**src/rtl/bin_row_writer_pkg.sv**
```systemverilog
// rtl/bin_row_writer_pkg.sv - shared row-bitmap geometry and writer FSM encoding
//
// Geometry constants are shared with the centre-of-gravity calculator so that
// the producer and consumer of the bitmap memory agree on row width and count.
package bin_row_writer_pkg;

  localparam int BRW_ADDR_WIDTH  = 11;
  localparam int BRW_MDATA_WIDTH = 640;
  localparam int BRW_MAX_Y_ADDR  = 480;
  localparam int BRW_PIXEL_WIDTH = 8;

  typedef enum logic [2:0] {
    ST_IDLE      = 3'd0,
    ST_WAIT_LINE = 3'd1,
    ST_ACCUM     = 3'd2,
    ST_WRITE     = 3'd3,
    ST_DONE      = 3'd4
  } brw_state_e;

endpackage

```
**src/rtl/bin_row_writer_det_edge.sv**
```systemverilog
// rtl/bin_row_writer_det_edge.sv - rise/fall detector for a synchronous level input
//
// Ports:
//   CCLK   clock
//   RST_N  asynchronous active-low reset
//   iSIG   level to watch
//   oRISE  high in the cycle iSIG is first sampled high
//   oFALL  high in the cycle iSIG is first sampled low
//
// The detector stays disarmed for the first cycle after reset, so a level that
// is already high when reset releases is loaded silently instead of being
// reported as a rising edge.
module DET_EDGE (
  input  logic CCLK,
  input  logic RST_N,
  input  logic iSIG,
  output logic oRISE,
  output logic oFALL
);

  logic sig_d;
  logic armed;

  always_ff @(posedge CCLK or negedge RST_N) begin
    if (!RST_N) begin
      sig_d <= 1'b0;
      armed <= 1'b0;
    end else begin
      sig_d <= iSIG;
      armed <= 1'b1;
    end
  end

  assign oRISE = armed &  iSIG & ~sig_d;
  assign oFALL = armed & ~iSIG &  sig_d;

endmodule

```
**src/rtl/bin_row_writer.sv**
```systemverilog
// rtl/bin_row_writer.sv - binarize dual-pixel lines and write one packed row word per line
//
// Ports:
//   CCLK, RST_N          clock, asynchronous active-low reset
//   iTHRESHOLD           pixel > threshold gives a 1 bit
//   iFVAL, iLVAL         frame / line valid levels
//   iPIX_EN              qualifies the iDATA_L / iDATA_R pixel pair
//   iDATA_L, iDATA_R     even / odd column pixel of the pair
//   oWE, oADDR, oMEMOUT  one-cycle row write to the bitmap memory
//   oFRAME_DONE          one-cycle pulse once the frame has been fully written
//   oROW_COUNT           rows written in the last completed frame
//   oOVERFLOW            a line beyond the last storable row was dropped this frame
//
// Outputs are registered on the transition into a state, so oWE is high exactly
// while the FSM sits in WRITE and oFRAME_DONE exactly while it sits in DONE;
// the two can therefore never coincide.
module bin_row_writer
  import bin_row_writer_pkg::*;
#(
  parameter int ADDR_WIDTH  = BRW_ADDR_WIDTH,
  parameter int MDATA_WIDTH = BRW_MDATA_WIDTH,
  parameter int MAX_Y_ADDR  = BRW_MAX_Y_ADDR,
  parameter int PIXEL_WIDTH = BRW_PIXEL_WIDTH
) (
  input  logic                   CCLK,
  input  logic                   RST_N,
  input  logic [PIXEL_WIDTH-1:0] iTHRESHOLD,
  input  logic                   iFVAL,
  input  logic                   iLVAL,
  input  logic                   iPIX_EN,
  input  logic [PIXEL_WIDTH-1:0] iDATA_L,
  input  logic [PIXEL_WIDTH-1:0] iDATA_R,
  output logic                   oWE,
  output logic [ADDR_WIDTH-1:0]  oADDR,
  output logic [MDATA_WIDTH-1:0] oMEMOUT,
  output logic                   oFRAME_DONE,
  output logic [ADDR_WIDTH-1:0]  oROW_COUNT,
  output logic                   oOVERFLOW
);

  localparam int PAIRS = MDATA_WIDTH / 2;
  // One extra count value so col can sit at PAIRS once the row is full.
  localparam int COL_W = $clog2(PAIRS + 1);

  brw_state_e             state;
  logic [ADDR_WIDTH-1:0]  row;
  logic [COL_W-1:0]       col;
  logic [MDATA_WIDTH-1:0] row_buf;

  logic fval_rise, fval_fall;
  logic lval_rise, lval_fall;
  logic [1:0] pair_bits;

  DET_EDGE u_det_fval (
    .CCLK  (CCLK),
    .RST_N (RST_N),
    .iSIG  (iFVAL),
    .oRISE (fval_rise),
    .oFALL (fval_fall)
  );

  DET_EDGE u_det_lval (
    .CCLK  (CCLK),
    .RST_N (RST_N),
    .iSIG  (iLVAL),
    .oRISE (lval_rise),
    .oFALL (lval_fall)
  );

  // Bit 2c is the even-column (L) pixel, bit 2c+1 the odd-column (R) pixel.
  assign pair_bits = {iDATA_R > iTHRESHOLD, iDATA_L > iTHRESHOLD};

  always_ff @(posedge CCLK or negedge RST_N) begin
    if (!RST_N) begin
      state       <= ST_IDLE;
      row         <= '0;
      col         <= '0;
      row_buf     <= '0;
      oWE         <= 1'b0;
      oADDR       <= '0;
      oMEMOUT     <= '0;
      oFRAME_DONE <= 1'b0;
      oROW_COUNT  <= '0;
      oOVERFLOW   <= 1'b0;
    end else begin
      oWE         <= 1'b0;
      oFRAME_DONE <= 1'b0;

      case (state)
        ST_IDLE: begin
          if (fval_rise) begin
            row       <= '0;
            oOVERFLOW <= 1'b0;
            state     <= ST_WAIT_LINE;
          end
        end

        ST_WAIT_LINE: begin
          if (fval_fall) begin
            oFRAME_DONE <= 1'b1;
            oROW_COUNT  <= row;
            state       <= ST_DONE;
          end else if (lval_rise) begin
            // The pair presented with the line's first cycle belongs to column 0.
            row_buf <= '0;
            col     <= '0;
            if (iPIX_EN) begin
              row_buf[1:0] <= pair_bits;
              col          <= COL_W'(1);
            end
            state <= ST_ACCUM;
          end
        end

        ST_ACCUM: begin
          // A frame ending mid-line closes the line just like a line end.
          if (lval_fall || fval_fall) begin
            if (row < ADDR_WIDTH'(MAX_Y_ADDR)) begin
              oWE     <= 1'b1;
              oADDR   <= row;
              oMEMOUT <= row_buf;
              row     <= row + 1'b1;
            end else begin
              oOVERFLOW <= 1'b1;
            end
            state <= ST_WRITE;
          end else if (iLVAL && iPIX_EN && (col < COL_W'(PAIRS))) begin
            row_buf[{col, 1'b0} +: 2] <= pair_bits;
            col                       <= col + 1'b1;
          end
        end

        ST_WRITE: begin
          // Level check rather than edge: the fall may have coincided with the
          // line end already consumed in ACCUM.
          if (!iFVAL) begin
            oFRAME_DONE <= 1'b1;
            oROW_COUNT  <= row;
            state       <= ST_DONE;
          end else begin
            state <= ST_WAIT_LINE;
          end
        end

        ST_DONE: begin
          state <= ST_IDLE;
        end

        default: begin
          state <= ST_IDLE;
        end
      endcase
    end
  end

endmodule
```
**config.mk**
```make
export PLATFORM = sky130hd
export DESIGN_NAME = bin_row_writer
export DESIGN_NICKNAME = d
export VERILOG_FILES = /design/src/rtl/bin_row_writer_pkg.sv /design/src/rtl/bin_row_writer_det_edge.sv /design/src/rtl/bin_row_writer.sv
export SDC_FILE = /design/constraint.sdc
export NUM_CORES = 2
export LEC_CHECK = 0
export BUFFER_PORTS_ARGS = -buffer_cell sky130_fd_sc_hd__clkbuf_2
export CORE_ASPECT_RATIO = 0.5
export CORE_UTILIZATION = 35
export DETAILED_ROUTE_END_ITERATION = 6
export GPL_TIMING_DRIVEN = 0
export HOLD_SLACK_MARGIN = 0.08
export SLEW_MARGIN = 20
export SYNTH_ARGS = -nofsm -noshare
export SYNTH_HDL_FRONTEND = slang
export SYNTH_HIERARCHICAL = 1
export SYNTH_SLANG_ARGS = --single-unit
```
**constraint.sdc**
```tcl
create_clock -name CCLK -period 3.5 [get_ports CCLK]
set_input_delay 0.175 -clock CCLK [delete_from_list [all_inputs] [get_ports CCLK]]
set_output_delay 0.175 -clock CCLK [all_outputs]
set_load 0.05 [all_outputs]
```
==> flow_summary.json <==
{
  "drt-initial-drc-count": 5158,
  "postPlaceCellArea_sq_mm": 0.0594,
  "worstRegToRegCells": 8,
  "gp_congestion": 0.902,
  "maxSlewViolCount": 0,
  "max_freq_ghz": 0.287,
  "dp_hpwl_um": 148000,
  "p_leak_nw": 33.5,
  "dp.cells": 7994,
  "grt_antenna_before_repair": 2,
  "tightest_slew_ps": 1040,
  "async_reset_ff_share_pct": 100,
  "pre_cts_ws_ps": -2070,
  "synthesis.area_sq_mm": 0.0528,
  "cts_tree": "yes",
  "syn_to_final_growth_pct": 23.4,
  "numCtsBuffers": 132,
  "startpoint_type": "flop",
  "ir_worst_vdd_v": 0.000695,
  "finalHoldViolCount": 0,
  "ys_seq_area_share_pct": 63.1,
  "setup_slack_ps": 16.6,
  "route.detailed.drc": 0,
  "row_count": 100,
  "die_h_um": 277,
  "grt_max_degree": 91,
  "crit_required_ps": 4160,
  "yosysMostFrequentCell": "nand2_1",
  "io_buffers": 693,
  "min_path_cells": 2,
  "swShare_pct": 36.1,
  "finalCritPeriodShare_pct": 99.5,
  "grt_usage_pct": 26.6,
  "synth_top_area_share_pct": 63.1,
  "pwr-share-clk_pct": 34.4,
  "clkSlewWorstSetupHoldPaths_ps": 70,
  "internal_power_mw": 26.7,
  "coreArea_sq_mm": 0.149,
  "synth_common_cells": "2215 x nand2_1, 1332 x dfrtp_1, 304 x clkbuf_1",
  "slew_headroom_pct": 30.9,
  "cts_buffer_depth": 3,
  "dieArea_sq_mm": 0.152,
  "hold_class": "in -> reg",
  "clockRootBuffer": "clkbuf_16",
  "final_net_count": 6226,
  "grt_pass1_wl_um": 295000,
  "worst_skew_pair.late_latency_ps": 780,
  "skew_ps": 33.2,
  "synth_top_area_cell": "dfrtp_1",
  "netlist-cell-type-count": 72,
  "dieWidth_um": 551,
  "start_util_pct": 35.4,
  "wl_um": 206000,
  "viasPerCell": 5.40,
  "syn_nets": 5337,
  "pin_count": 694,
  "syn_inst": 5286,
  "ys.warnings.count": 6,
  "powerDensity_mw_per_mm2": 642,
  "drive_gt1_share_pct": 20.5,
  "fin_area_sq_mm": 0.0651,
  "fillers": 14600,
  "synth_edf_count": 0,
  "fin_crit_ps": 3480,
  "power.net_switching_mw": 15.1,
  "worstSetupPathType": "reg -> reg",
  "grt_pass1_vias": 43400,
  "cp-end-kind": "flop",
  "rsz0062_at_grt": "yes",
  "combPwrFrac_pct": 24.8,
  "status": "finished clean",
  "vias": 44600,
  "synth-seq-cells": 1332,
  "fin_tns_setup_ps": 0,
  "cap_violations": 0,
  "instances_no_fill": 8268,
  "cts-htree-levels": 4,
  "overflow": 0,
  "power_frac_seq_pct": 40.8,
  "cts_sinks": 1332,
  "wl_per_cell_um": 25.0,
  "synth_ff_type": "dfrtp_1",
  "cp_max_fo": 10,
  "synthTopCellsByArea": "dfrtp_1 63%, nand2_1 16%, a22o_1 3.3%",
  "fin_util_pct": 43.6,
  "crit_arrival_ps": 4140,
  "setup_viol": 0,
  "avgSynthCellArea_sq_um": 9.99,
  "ant_nets": 0,
  "dr.pass1.iters": 5
}
-- placed cells by master (no fill, tap or decap), types with 15 or more instances in the layout --
| cell | netlist | routed |
|---|---|---|
| nand2_1 | 2215 | 2182 |
| dfrtp_1 | 1332 | 1332 |
| clkbuf_2 | 0 | 735 |
| clkbuf_1 | 304 | 249 |
| a22o_1 | 197 | 197 |
| o211ai_1 | 167 | 167 |
| a32o_1 | 148 | 148 |
| o21ai_0 | 146 | 146 |
| clkbuf_16 | 0 | 136 |
| o22ai_1 | 124 | 123 |
| a21oi_1 | 106 | 103 |
| nor2_1 | 110 | 87 |
| buf_4 | 15 | 56 |
| clkbuf_8 | 0 | 40 |
| buf_2 | 46 | 39 |
| clkbuf_4 | 0 | 37 |
| o21ai_1 | 37 | 35 |
| nor3_1 | 53 | 32 |
| nand3_1 | 39 | 31 |
| nand2_2 | 0 | 29 |
| ha_1 | 22 | 21 |
| nor2_2 | 3 | 19 |
| nor2_4 | 12 | 19 |
| nor3_2 | 11 | 17 |
| buf_16 | 0 | 17 |
| nor3_4 | 1 | 16 |
| mux2_2 | 15 | 15 |
| clkinv_2 | 0 | 15 |
-- critical path: stages, from the launching register on --
cell	delay [ps]
dfrtp_1	360
buf_2	210
nor4_1	740
a21boi_2	310
o21ai_2	540
buf_4	400
nor3_1	90
nor2_1	320
mux2_2	380
-- area by class of cell --
type | instances | area (sq um) | share of cell area (%)
clock inverters | 30 | 342 | 0.525
diodes | 2 | 5.00 | 0.00769
clock buffers | 206 | 3980 | 6.11
well taps | 1989 | 2490 | 3.82
plain buffers | 373 | 1860 | 2.86
multi-input cells | 3558 | 18500 | 28.5
repair buffers | 764 | 4530 | 6.96
flip-flops and latches | 1332 | 33300 | 51.2
inverters | 14 | 52.6 | 0.0807
-- power groups by stage --
stage               Sequential [mW]  Combinational, mW  Clock [mW]
floorplan                      19.3               3.17           0
global placement               17.4               8.93           0
detailed placement             17.3               9.20           0
CTS                            17.1               9.86        14.5
global route                   17.1               10.7        15.1
finish                         17.1               10.4        14.4
-- path summary, 6_finish.rpt --
kind,from,to,slack [ps]
setup / recovery,col[2],row_buf[0],20
hold reg to reg,row_buf[97],oMEMOUT[97],450
setup reg to reg,col[2],row_buf[0],20
max in group asynchronous,RST_N,row_buf[459],770
min in group asynchronous,RST_N,oMEMOUT[45],580
hold / removal,iLVAL,u_det_lval/sig_d,130
-- per-layer routing --
layer  vias up  GRT usage [%]  routed length, um  share of wire [%]
met3       434           5.99              16500                8.0
li1      19700              -                  -                  -
met4         0           12.9              10300                5.0
met1     22700           33.9              81900                 40
met2      1802           42.9              97700                 47
met5         -          0.125                  0                  0
-- cell families (layout without fill, tap and decap cells) --
logic type	count (synthesis)	after routing	synth area share [%]
other	2	4	0.0142
flip-flops	1332	1332	63.1
multiplexers	16	16	0.339
AND/OR/NAND/NOR	2528	2528	19.1
XOR/XNOR	12	13	0.249
AO/OA/AOI/OAI	977	977	13.5
buffers and inverters	397	1387	3.11
adder cells (fa/ha/maj)	22	22	0.521
-- sequential cells by signal, indices dropped and copies added (netlist names) --
register and count:
u_det_fval/sig_d 1, u_det_fval/armed 1, col 9, u_det_lval/armed 1, oWE 1, state 3, oADDR 11, oROW_COUNT 11
oMEMOUT 640, row 11, oFRAME_DONE 1, row_buf 640, u_det_lval/sig_d 1, oOVERFLOW 1
-- what timing repair did --
item                                   4_1_cts  5_1_grt
cloned                                       0        1
pin swaps                                   22        6
hold buffers                                 6        0
gates resized for setup                    232       82
endpoints found under the hold margin      235        0
setup endpoints to repair                  840      511
setup buffers                               29       10
-- through the flow --
step	power, mW	hold WS, ps
final	41.8	132
after global routing	42.9	145
after CTS	41.4	91.5
after detailed placement	26.5	223
after global placement	26.3	321
after floorplan	22.5	-121
Power figures use the tool's default switching activity.
